$ cat src/rtl/la_sample_ctrl_if.sv
// RAM write / display-control bundle between the sample controller and la_wave_display.
// wr_en is a one-cycle strobe qualifying wr_data/wr_addr; there is no ready, the RAM takes every strobe.
interface la_sample_ctrl_if #(
  parameter int AW = 10,
  parameter int DW = 8
);
  logic [DW-1:0] wr_data;
  logic          wr_en;
  logic [AW-1:0] wr_addr;
  logic [AW-1:0] start_addr;
  logic          trigger_en;

  modport master (
    output wr_data,
    output wr_en,
    output wr_addr,
    output start_addr,
    output trigger_en
  );

  modport slave (
    input wr_data,
    input wr_en,
    input wr_addr,
    input start_addr,
    input trigger_en
  );
endinterface

$ cat src/rtl/la_sample_ctrl.sv
// Logic-analyzer capture controller: divided sample tick, circular RAM writes,
// pre-trigger hold, mask/level/edge trigger and post-trigger fill.
module la_sample_ctrl #(
  parameter int AW    = 10,
  parameter int DW    = 8,
  parameter int DIV_W = 16
) (
  input  logic             sys_clk,
  input  logic             rst_n,
  input  logic [DW-1:0]    din,
  input  logic             start,
  input  logic             stop,
  input  logic [DIV_W-1:0] div,
  input  logic [AW-1:0]    pre_num,
  input  logic [DW-1:0]    trig_mask,
  input  logic [DW-1:0]    trig_edge,
  input  logic [DW-1:0]    trig_val,
  la_sample_ctrl_if.master ram,
  output logic             done,
  output logic [2:0]       state_dbg
);

  typedef enum logic [2:0] {
    S_IDLE = 3'd0,
    S_PRE  = 3'd1,
    S_WAIT = 3'd2,
    S_POST = 3'd3,
    S_DONE = 3'd4
  } state_t;

  localparam logic [AW-1:0] ONE_AW = AW'(1);

  state_t           state, state_n;
  logic [DIV_W-1:0] div_q, cnt;
  logic [AW-1:0]    pre_q, pre_cnt, post_left, ptr;
  logic [DW-1:0]    mask_q, edge_q, val_q, prev;
  logic             first_q;

  logic [DW-1:0]    wr_data_q;
  logic             wr_en_q;
  logic [AW-1:0]    wr_addr_q, start_addr_q;
  logic             trigger_en_q;

  logic             arm, capturing, tick, hit;
  logic [DW-1:0]    prev_eff, ch_ok;

  assign arm       = (state == S_IDLE) && start && !stop;
  assign capturing = (state == S_PRE) || (state == S_WAIT) || (state == S_POST);
  // stop suppresses the write of a tick landing in the same cycle
  assign tick      = capturing && (cnt == div_q) && !stop;

  // The first tick of a capture compares against itself so no edge is invented
  // from whatever prev held before arming.
  always_comb begin
    prev_eff = first_q ? din : prev;
    ch_ok    = '0;
    for (int i = 0; i < DW; i++) begin
      if (!mask_q[i])
        ch_ok[i] = 1'b1;
      else if (edge_q[i])
        ch_ok[i] = val_q[i] ? (~prev_eff[i] & din[i]) : (prev_eff[i] & ~din[i]);
      else
        ch_ok[i] = (din[i] == val_q[i]);
    end
    hit = &ch_ok;
  end

  always_comb begin
    state_n = state;
    case (state)
      S_IDLE: if (arm) state_n = (pre_num == '0) ? S_WAIT : S_PRE;
      S_PRE:  if (tick && (pre_cnt + ONE_AW == pre_q)) state_n = S_WAIT;
      S_WAIT: if (tick && hit) state_n = (pre_q == '1) ? S_DONE : S_POST;
      S_POST: if (tick && (post_left == ONE_AW)) state_n = S_DONE;
      S_DONE: state_n = S_IDLE;
      default: state_n = S_IDLE;
    endcase
    if (stop && (state != S_IDLE)) state_n = S_IDLE;
  end

  always_ff @(posedge sys_clk) begin
    if (!rst_n) begin
      state <= S_IDLE;
    end else begin
      state <= state_n;
    end
  end

  always_ff @(posedge sys_clk) begin
    if (!rst_n) begin
      cnt          <= '0;
      div_q        <= '0;
      pre_q        <= '0;
      mask_q       <= '0;
      edge_q       <= '0;
      val_q        <= '0;
      pre_cnt      <= '0;
      post_left    <= '0;
      ptr          <= '0;
      prev         <= '0;
      first_q      <= 1'b0;
      wr_data_q    <= '0;
      wr_en_q      <= 1'b0;
      wr_addr_q    <= '0;
      start_addr_q <= '0;
      trigger_en_q <= 1'b0;
    end else begin
      if (state == S_IDLE || cnt == div_q)
        cnt <= '0;
      else
        cnt <= cnt + 1'b1;

      if (arm) begin
        div_q   <= div;
        pre_q   <= pre_num;
        mask_q  <= trig_mask;
        edge_q  <= trig_edge;
        val_q   <= trig_val;
        ptr     <= '0;
        pre_cnt <= '0;
        first_q <= 1'b1;
      end

      wr_en_q <= tick;
      if (tick) begin
        wr_data_q <= din;
        wr_addr_q <= ptr;
        ptr       <= ptr + 1'b1;
        prev      <= din;
        first_q   <= 1'b0;
        if (state == S_PRE)
          pre_cnt <= pre_cnt + 1'b1;
        if (state == S_WAIT && hit) begin
          start_addr_q <= ptr - pre_q;
          // trigger sample already counts as the first of 2**AW - pre_q post writes
          post_left    <= ~pre_q;
        end
        if (state == S_POST)
          post_left <= post_left - 1'b1;
      end

      if ((stop && state != S_IDLE) || state == S_DONE)
        trigger_en_q <= 1'b0;
      else if (arm)
        trigger_en_q <= 1'b1;
    end
  end

  assign ram.wr_data    = wr_data_q;
  assign ram.wr_en      = wr_en_q;
  assign ram.wr_addr    = wr_addr_q;
  assign ram.start_addr = start_addr_q;
  assign ram.trigger_en = trigger_en_q;
  assign done           = (state == S_DONE);
  assign state_dbg      = state;

endmodule

$ cat src/flat_wrapper.sv
// flat-port wrapper written by rule: the top's interface ports become plain ports
module la_sample_ctrl_flat 
#(
  parameter int AW    = 10,
  parameter int DW    = 8,
  parameter int DIV_W = 16
)
  (sys_clk, rst_n, din, start, stop, div, pre_num, trig_mask, trig_edge, trig_val, done, state_dbg, ram_wr_data, ram_wr_en, ram_wr_addr, ram_start_addr, ram_trigger_en);
  la_sample_ctrl_if #(.AW(AW), .DW(DW)) ram_i ();
  input  logic sys_clk;
  input  logic rst_n;
  input  logic [DW-1:0] din;
  input  logic start;
  input  logic stop;
  input  logic [DIV_W-1:0] div;
  input  logic [AW-1:0] pre_num;
  input  logic [DW-1:0] trig_mask;
  input  logic [DW-1:0] trig_edge;
  input  logic [DW-1:0] trig_val;
  output logic done;
  output logic [2:0] state_dbg;
  output wire logic [$bits(ram_i.wr_data)-1:0] ram_wr_data;
  output wire logic [$bits(ram_i.wr_en)-1:0] ram_wr_en;
  output wire logic [$bits(ram_i.wr_addr)-1:0] ram_wr_addr;
  output wire logic [$bits(ram_i.start_addr)-1:0] ram_start_addr;
  output wire logic [$bits(ram_i.trigger_en)-1:0] ram_trigger_en;
  assign ram_wr_data = ram_i.wr_data;
  assign ram_wr_en = ram_i.wr_en;
  assign ram_wr_addr = ram_i.wr_addr;
  assign ram_start_addr = ram_i.start_addr;
  assign ram_trigger_en = ram_i.trigger_en;
  la_sample_ctrl #(.AW(AW), .DW(DW), .DIV_W(DIV_W)) u_core (.sys_clk(sys_clk), .rst_n(rst_n), .din(din), .start(start), .stop(stop), .div(div), .pre_num(pre_num), .trig_mask(trig_mask), .trig_edge(trig_edge), .trig_val(trig_val), .ram(ram_i), .done(done), .state_dbg(state_dbg));
endmodule
$ cat config.mk
export PLATFORM = sky130hd
export DESIGN_NAME = la_sample_ctrl_flat
export DESIGN_NICKNAME = d
export VERILOG_FILES = /design/src/rtl/la_sample_ctrl_if.sv /design/src/rtl/la_sample_ctrl.sv /design/src/flat_wrapper.sv
export SDC_FILE = /design/constraint.sdc
export NUM_CORES = 1
export LEC_CHECK = 0
export BUFFER_PORTS_ARGS = -buffer_cell sky130_fd_sc_hd__buf_2
export CORE_MARGIN = 4
export CORE_UTILIZATION = 62
export DETAILED_ROUTE_END_ITERATION = 8
export MAX_ROUTING_LAYER = met4
export PLACE_DENSITY_LB_ADDON = 0.12
export RECOVER_POWER = 50
export REMOVE_ABC_BUFFERS = 1
export SYNTH_ARGS = -nofsm -noshare
export SYNTH_HDL_FRONTEND = slang
export SYNTH_SLANG_ARGS = --single-unit
$ cat constraint.sdc
create_clock -name sys_clk -period 3.55 [get_ports sys_clk]
set_input_delay 0.71 -clock sys_clk [delete_from_list [all_inputs] [get_ports sys_clk]]
set_output_delay 0.71 -clock sys_clk [all_outputs]
set_load 0.01 [all_outputs]
-- Word level (Yosys, flattened, before mapping)
Cells that the tools add are included.
- register bits after elaboration: 130
- output and inout bits: 34
- word-level logic and storage cells: 141
- add/subtract/negate cells: 5
- equality and inequality tests: 20
- muxes and demuxes: 39
- bitwise operators: 34
- reductions and logical operators: 27
- operators by type and width (kind ; number):
    $mux 10 ; 7
    $mux 1 ; 24
    $add 10x1->10 const B ; 2
    $not 1->1 ; 17
    $add 16x1->16 const B ; 1
    $and 1x1->1 ; 16
    $eq 16x16->1 ; 1
    $mux 3 ; 5
    $pmux 3 s4 ; 1
    $eq 10x1->1 const B ; 1
    $eq 10x10->1 ; 1
    $eq 10x10->1 const B ; 1
    $logic_not 10->1 ; 1
    $not 10->10 ; 1
    $sub 10x1->10 const B ; 1
    $sub 10x10->10 ; 1
    $logic_and 1x1->1 ; 9
    $eq 1x1->1 ; 8
    $mux 8 ; 1
    $ne 2x1->1 const B ; 4
    $reduce_and 8->1 ; 1
    $reduce_or 2->1 ; 4
    $eq 3x2->1 const B ; 2
    $logic_or 1x1->1 ; 4
    9 further kinds ; 11

-- Longest topological paths before layout
Gate-level depths: netlist (run 1).
- depth in word-level cells: 10
- gate-level depth with buffers: 10
- gate-level depth less buffers: 10

-- Worst setup path before layout (run 1)
OpenSTA, ideal clock, no wires.
- path kind: input -> register
- from: in din[4]
- to: reg u_core.post_left[6]
- arrival time: 2304 ps
- data required time: 3433 ps
- setup slack: 1129 ps
- cell stages on the path: 8
- path buffers: 1
- cells stage by stage: or3b_2 -> a21oi_1 -> o22ai_1 -> nor4_2 -> nand4_2 -> buf_6 -> o2bb2ai_1 -> a32o_1
- cells in the longest elaborated chain, start to end: 10
- elaborated cells on any way between the ends: 13
- classes of those cells: 1 x eq/ne; 4 x mux; 4 x bitwise; 4 x reduce/logical
- RTL lines (element ; RTL line ; text):
    start, declared ; flat_wrapper.sv:12 ; input logic [DW-1:0] din;
    $mux 8 ; la_sample_ctrl.sv:55 ; prev_eff = first_q ? din : prev;
    $not 1->1 ; la_sample_ctrl.sv:61 ; ch_ok[i] = val_q[i] ? (~prev_eff[i] & din[i]) : (prev_eff[i] & ~din[i]);
    $and 1x1->1 ; la_sample_ctrl.sv:61 ;
    $mux 1 ; la_sample_ctrl.sv:61 ;
    $mux 1 * ; la_sample_ctrl.sv:60 ; else if (edge_q[i])
    $mux 1 * ; la_sample_ctrl.sv:58 ; if (!mask_q[i])
    $reduce_and 8->1 * ; la_sample_ctrl.sv:65 ; hit = &ch_ok;
    $logic_and 1x1->1 * ; la_sample_ctrl.sv:133 ; if (state == S_WAIT && hit) begin
    $reduce_bool 2->1 (no line) * ; -- ;
    $reduce_and 2->1 (no line) * ; -- ;
    end signal, assigned ; la_sample_ctrl.sv:136 ; post_left <= ~pre_q;
    end signal, assigned ; la_sample_ctrl.sv:139 ; post_left <= post_left - 1'b1;
    end, declared ; la_sample_ctrl.sv:35 ; logic [AW-1:0] pre_q, pre_cnt, post_left, ptr;
Mark *: on every way between the ends. The rest lies on a longest branch, timed or not.
A chain may end at the register's enable or synchronous reset.

-- Worst setup path after layout (run 1)
- from: reg u_core.cnt[9]
- to: reg u_core.post_left[8]
- cells in the longest elaborated chain, start to end: 4
- RTL lines (element ; RTL line ; text):
    start, declared ; la_sample_ctrl.sv:34 ; logic [DIV_W-1:0] div_q, cnt;
    start signal, assigned ; la_sample_ctrl.sv:111 ; cnt <= cnt + 1'b1;
    $eq 16x16->1 ; la_sample_ctrl.sv:50 ; assign tick = capturing && (cnt == div_q) && !stop;
    $logic_and 1x1->1 (2 in series) ; la_sample_ctrl.sv:50 ;
    $reduce_and 2->1 (no line) ; -- ;
No other way between the ends.

==> results of run 1 <==
==> cell usage after synthesis, types with 2 or more instances <==
master,n
sky130_fd_sc_hd__a211oi_1,4
sky130_fd_sc_hd__a21o_1,2
sky130_fd_sc_hd__a21oi_1,102
sky130_fd_sc_hd__a221oi_1,3
sky130_fd_sc_hd__a22o_1,3
sky130_fd_sc_hd__a31oi_1,7
sky130_fd_sc_hd__a32o_1,4
sky130_fd_sc_hd__and2_1,2
sky130_fd_sc_hd__and3_1,10
sky130_fd_sc_hd__buf_1,3
sky130_fd_sc_hd__buf_2,7
sky130_fd_sc_hd__buf_6,3
sky130_fd_sc_hd__clkbuf_1,31
sky130_fd_sc_hd__dfxtp_1,130
sky130_fd_sc_hd__ha_1,14
sky130_fd_sc_hd__inv_1,23
sky130_fd_sc_hd__mux2_2,2
sky130_fd_sc_hd__mux2i_1,10
sky130_fd_sc_hd__nand2_1,169
sky130_fd_sc_hd__nand2b_1,4
sky130_fd_sc_hd__nand3_1,21
sky130_fd_sc_hd__nand3b_1,13
sky130_fd_sc_hd__nand4_1,10
sky130_fd_sc_hd__nor2_1,68
sky130_fd_sc_hd__nor2b_1,9
sky130_fd_sc_hd__nor3_1,13
sky130_fd_sc_hd__nor4_1,11
sky130_fd_sc_hd__o21a_1,2
sky130_fd_sc_hd__o21ai_0,36
sky130_fd_sc_hd__o221ai_1,2
sky130_fd_sc_hd__o22ai_1,4
sky130_fd_sc_hd__o2bb2ai_1,5
sky130_fd_sc_hd__o31ai_1,3
sky130_fd_sc_hd__o41ai_1,5
sky130_fd_sc_hd__or2_2,4
sky130_fd_sc_hd__or3_1,9
sky130_fd_sc_hd__or3b_2,6
sky130_fd_sc_hd__xnor2_1,14
sky130_fd_sc_hd__xor2_1,40
==> stage by stage <==
stage	instance area [sq um]	power [mW]	util, %
after detailed placement	7033	2.288	68.43
after global routing	7541	4.092	73.37
final	7541	3.897	73.37
after floorplan	6334	2.077	-
after CTS	7586	3.922	73.81
after global placement	7033	2.267	68.43
==> registers in the layout, indices dropped and copies added (netlist names), 10 cells and up <==
register / cells
u_core.ram.wr_addr: 10
u_core.pre_cnt: 10
u_core.pre_q: 10
u_core.ram.start_addr: 10
u_core.div_q: 16
u_core.cnt: 16
u_core.post_left: 10
u_core.ptr: 10
==> kinds of logic (layout without fill, tap and decap cells) <==
| family | Yosys count | after routing | share of synthesized area, % |
|---|---|---|---|
| fa+ha+maj | 15 | 15 | 2.986 |
| compound gates | 194 | 194 | 17.78 |
| simple gates | 360 | 360 | 25.82 |
| xor+xnor | 54 | 54 | 7.235 |
| mux | 12 | 12 | 1.876 |
| buf+inv | 69 | 157 | 4.497 |
| flops | 130 | 130 | 39.81 |
==> metal layers <==
metal	track usage, %	vias up	share of wire [%]
li1	-	3044	-
met1	32.87	2816	44
met2	43.45	187	47
met5	-	-	0
met4	8.867	0	1.8
met3	8.024	33	7.3
==> worst paths after layout <==
check	start	endpoint	slack (ps)
max	u_core.cnt[9]	u_core.post_left[8]	730
min	div[11]	u_core.div_q[11]	410
max reg2reg	u_core.cnt[9]	u_core.post_left[8]	730
min reg2reg	u_core.edge_q[0]	u_core.edge_q[0]	450
==> report_power, final <==
| part | leakage (nW) | internal (mW) | switching [mW] | total, mW |
|---|---|---|---|---|
| logic | 1.65 | 0.247 | 0.400 | 0.648 |
| registers | 1.05 | 1.54 | 0.0814 | 1.62 |
| clock network | 0.272 | 1.01 | 0.618 | 1.63 |
| total | 2.98 | 2.80 | 1.10 | 3.90 |
==> final cells by class <==
class                      count  share of cell area [%]
inverter                      24                   1.195
sequential                   130                   34.51
clock buffer                  22                   5.874
clock inverter                10                   1.460
tap                          136                   2.257
timing repair buffer         101                   6.355
multi-input combinational    635                   48.35
==> critical path, cell delays in order (launching register included) <==
cell and delay, ps:
sky130_fd_sc_hd__dfxtp_1 340, sky130_fd_sc_hd__xor2_1 150, sky130_fd_sc_hd__nor4_1 440, sky130_fd_sc_hd__nand4_1 310, sky130_fd_sc_hd__nor4_2 370, sky130_fd_sc_hd__nand4_2 370, sky130_fd_sc_hd__buf_4 360, sky130_fd_sc_hd__a22o_1 250
sky130_fd_sc_hd__o211a_1 110
==> summary.txt, run 1 <==
Routing
  • Wirelength per Cell: 15.09 um
  • DRT antenna net count: 0
  • Number of detailed-route iterations in the first pass: 5
  • Wire length after detailed routing: 15960 um
  • Post-DR vias/cell: 5.747
  • Vias: 6080
  • DRC violation total after the first TritonRoute iteration: 590
  • Total DRC errors in the routed layout: 0

Synth
  • Count of state elements after synthesis: 130
  • Instance count of the mapped netlist: 834
  • Post-synthesis async set-or-reset flop share: 0%
  • Yosys top cell by area: sky130_fd_sc_hd__dfxtp_1
  • Summed instance area of the synthesized netlist: 6538 sq um
  • Synth warnings: 0
  • Number of enable flip-flop cells after synthesis: 0
  • Sequential cell area fraction in the yosys report: 39.81%
  • Largest cells by area after synthesis: sky130_fd_sc_hd__dfxtp_1, sky130_fd_sc_hd__nand2_1, sky130_fd_sc_hd__a21oi_1
  • Top cell type's share of synthesized area: 39.81%
  • Top_reg_cell synth: sky130_fd_sc_hd__dfxtp_1
  • Syn_area_per_cell: 7.839 sq um
  • Unique masters post-synth: 65

Clocking
  • Root buffer cell: sky130_fd_sc_hd__clkbuf_8
  • Clock H-tree levels: 4
  • Largest buffer count on any clock path: 2
  • Buffers inserted during post-CTS setup optimization: 0
  • CTS tree: done
  • Clock buffer count from CTS: 17
  • Source-to-sink clock delay at the later pin of the worst-skew pair: 530 ps
  • Hold buffers post-CTS: 0
  • CTS sink cnt: 130
  • Clock slew seen by the registers of the worst setup and hold paths: 60 ps
  • Resize count post-CTS: 0

Timing
  • Final WS setup: 734.6 ps
  • Number of hold-slack violations in the final timing report: 0
  • Highest clock rate: 355.2 MHz
  • Pin slew with the least headroom to its limit: 1268 ps
  • Maximum clock skew at final layout: 6.862 ps
  • Final worst hold slack: 413.1 ps
  • RSZ-0062 raised after global routing: false
  • Worst rel slew slack: 15.49%
  • Total negative setup slack: 0 ps
  • Minimum clock period after layout: 2815 ps
  • Share of the cycle needed by the critical path after routing: 79.31%
  • Final number of setup-violating endpoints: 0
  • Pins over their slew limit: 0

Hold path
  • Path category of the worst min-delay check: input pin to flop
  • Hold depth: 3

Power
  • Power Density: 516.8 nW/um^2
  • Static leakage: 2.978 nW
  • Maximum vdd drop: 0.3765 mV

Place
  • Post-Place Worst Slack: 642.1 ps
  • Total half-perimeter wirelength after legalization and detailed placement: 10950 um
  • Port Buffer Count: 95
  • RePlAce Congestion: 0.8826
  • Cell count after placement: 1026

Floorplan
  • Num rows: 37
  • Boundary pin count: 96
  • Starting density of the core: 63.61%
  • Die outline width: 110.7 um
  • Overall die height: 110.7 um
  • Floorplan core area: 10280 sq um
  • Die ar.: 12250 sq um

Global route
  • Vias in the first global route: 5804
  • Number of antenna violations at the first check in global routing: 0
  • Overflow after GRT: 0
  • Maximum number of pins on one net before global-route repair: 97
  • First-pass GRT wire length: 26870 um
  • Total global-route track usage: 27.11%

Setup path
  • Startpoint kind of the worst setup timing path: flop
  • Crit path kind: flop to flop
  • Worst reg2reg path depth: 8
  • Endpoint kind of the worst setup timing path: flop
  • CP max FO: 14
  • Arrival time reported for the critical path endpoint: 3240 ps
  • Worst EP required: 3970 ps

Finish
  • Nets: 986
  • Layout Area Growth over Synthesis: 15.35%
  • Final antenna diode count: 0
  • Area of the multi-input gates: 3646 sq um
  • Commonest non-fill, non-tap cell in the layout: sky130_fd_sc_hd__nand2_1
  • Final instance count without filler cells: 1058
  • Share of cells above drive strength 1: 12.80%
  • Sequential standard cell area: 2603 sq um
  • Top library cells by usage in the layout, fill and taps aside: sky130_fd_sc_hd__nand2_1, sky130_fd_sc_hd__dfxtp_1, sky130_fd_sc_hd__a21oi_1, sky130_fd_sc_hd__nor2_1, sky130_fd_sc_hd__buf_2
  • Fill count: 852

Job
  • Number of max-cap violations: 0

Status
  • Result of the run: finished clean
No activity file was read; power rests on OpenSTA's default activity.
==> run 2: changes to the inputs <==
--- a/config.mk
+++ b/config.mk
@@ -7,7 +7,7 @@
 export LEC_CHECK = 0
 export BUFFER_PORTS_ARGS = -buffer_cell sky130_fd_sc_hd__buf_2
 export CORE_MARGIN = 4
-export CORE_UTILIZATION = 62
+export CORE_UTILIZATION = 57
 export DETAILED_ROUTE_END_ITERATION = 8
 export MAX_ROUTING_LAYER = met4
 export PLACE_DENSITY_LB_ADDON = 0.12
==> constraint.sdc (replaced) <==
create_clock -name sys_clk -period 2.9 [get_ports sys_clk]
set_input_delay 0.58 -clock sys_clk [delete_from_list [all_inputs] [get_ports sys_clk]]
set_output_delay 0.58 -clock sys_clk [all_outputs]
set_load 0.01 [all_outputs]
==> summary.txt, run 2 (same netlist as run 1, synthesis figures left out) <==
Status
  • Result of the run: finished clean

Finish
  • Top library cells by usage in the layout, fill and taps aside: sky130_fd_sc_hd__nand2_1, sky130_fd_sc_hd__dfxtp_1, sky130_fd_sc_hd__a21oi_1, sky130_fd_sc_hd__nor2_1, sky130_fd_sc_hd__buf_2
  • Share of cells above drive strength 1: 13.95%
  • Nets: 996
  • Final antenna diode count: 0
  • Fraction of the core area covered by cells at the end of the flow: 69.57%
  • Final std cell area, no fill: 7674 sq um
  • Layout Area Growth over Synthesis: 17.38%
  • Commonest non-fill, non-tap cell in the layout: sky130_fd_sc_hd__nand2_1
  • Area of the multi-input gates: 3649 sq um
  • Sequential standard cell area: 2603 sq um
  • Largest regs: u_core.cnt: 16 flops, u_core.div_q: 16 flops
  • Fill count: 932

Clocking
  • Resize count post-CTS: 0
  • CTS tree: done
  • Source-to-sink clock delay at the later pin of the worst-skew pair: 430 ps
  • CTS sink cnt: 130
  • Largest buffer count on any clock path: 2
  • Clock H-tree levels: 4
  • Clock slew seen by the registers of the worst setup and hold paths: 60 ps
  • Clock buffer count from CTS: 17
  • Root buffer cell: sky130_fd_sc_hd__clkbuf_16
  • Hold buffers post-CTS: 0
  • Buffers inserted during post-CTS setup optimization: 0

Power
  • Static leakage: 3.045 nW
  • Maximum vdd drop: 0.5062 mV
  • Power Density: 645.1 nW/um^2
  • Post-layout total power: 4.951 mW

Setup path
  • Startpoint kind of the worst setup timing path: flop
  • Slowest cell on the critical path: sky130_fd_sc_hd__or4_4
  • Endpoint kind of the worst setup timing path: flop
  • Worst EP required: 3270 ps
  • Crit-path cells: ha_1, nand4_1, o21ai_0, nor4bb_1, nor3_1, or4_4, a22oi_2, and4bb_1
  • Crit path kind: flop to flop
  • Peak per-stage delay on the critical path: 550 ps
  • Arrival time reported for the critical path endpoint: 2970 ps
  • CP max FO: 7

Global route
  • Total global-route track usage: 26.77%
  • Maximum number of pins on one net before global-route repair: 97
  • Overflow after GRT: 0
  • First-pass GRT wire length: 27700 um
  • Number of antenna violations at the first check in global routing: 0
  • Vias in the first global route: 5984

Floorplan
  • Die outline width: 115.1 um
  • Starting density of the core: 59.27%
  • Overall die height: 115.1 um
  • Floorplan core area: 11030 sq um
  • Boundary pin count: 96
  • Num rows: 38
  • Die ar.: 13250 sq um

Timing
  • Pins over their slew limit: 0
  • Total negative setup slack: 0 ps
  • Highest clock rate: 383.7 MHz
  • Number of hold-slack violations in the final timing report: 0
  • Minimum clock period after layout: 2606 ps
  • Final number of setup-violating endpoints: 0
  • Final WS setup: 294.1 ps
  • Pin slew with the least headroom to its limit: 1093 ps
  • Share of the cycle needed by the critical path after routing: 89.86%
  • Worst rel slew slack: 27.16%
  • Maximum clock skew at final layout: 7.015 ps
  • RSZ-0062 raised after global routing: false

Place
  • Port Buffer Count: 95
  • Total half-perimeter wirelength after legalization and detailed placement: 11400 um
  • Post-Place Worst Slack: 299.1 ps
  • Instance area at placement: 7126 sq um
  • RePlAce Congestion: 0.8777

Job
  • Number of max-cap violations: 0

Routing
  • DRT antenna net count: 0
  • Vias: 6199
  • Wirelength per Cell: 15.64 um
  • Post-DR vias/cell: 5.783
  • DRC violation total after the first TritonRoute iteration: 391
  • Total DRC errors in the routed layout: 0
  • Wire length after detailed routing: 16770 um
  • Number of detailed-route iterations in the first pass: 5

Hold path
  • Path category of the worst min-delay check: input pin to flop
-- run 2: cell count changes in the layout (fill, tap and decap cells not counted), moves of 2 or more --
cell	change
sky130_fd_sc_hd__clkbuf_8	+2
sky130_fd_sc_hd__clkinvlp_4	+2
sky130_fd_sc_hd__clkinv_2	-3
sky130_fd_sc_hd__buf_4	+8
-- run 2: final cells by class --
cell class              count  area share (%)
multi-input cells         635           47.55
flip-flops and latches    130           33.91
repair buffers            111           7.354
clock buffers              24           6.408
well taps                 140           2.283
clock inverters             8           1.321
inverters                  24           1.174
-- run 2: layer usage --
metal,up-vias,wire (um),GRT usage (%)
met2,194,7845,42.13
met4,0,374,10.41
met1,2901,7440,32.92
met3,38,1110,6.947
li1,3066,-,-
met5,-,0,-
-- run 2: worst max-delay path, delay by kind of cell, from the launching register on --
family	cells	cell delay (ps)
flip-flops	1	390
AND/OR/NAND/NOR	5	1490
AO/OA/AOI/OAI	2	380
adder cells (fa/ha/maj)	1	290
-- run 2: final timing paths --
kind | start | end | slack, ps | cells past startpoint
min | trig_mask[0] | u_core.mask_q[0] | 390 | 3
max reg2reg | u_core.pre_cnt[1] | u_core.state_dbg[2] | 290 | 8
max | u_core.pre_cnt[1] | u_core.state_dbg[2] | 290 | 8
min reg2reg | u_core.ram.wr_addr[2] | u_core.ram.wr_addr[2] | 450 | 2
-- run 2: where the power goes --
group          internal [mW]  total (mW)  switching [mW]
Combinational          0.322       0.831           0.510
Clock                   1.35        2.14           0.785
Sequential              1.88        1.98          0.0992
-- run 2: through the flow --
step,hold slack (ps),instances
2_1_floorplan,432.9,789
3_3_place_gp,437.1,1040
3_5_place_dp,444.7,1040
4_1_cts,376.1,1072
5_1_grt,388.4,1072
6_report,389.0,1072
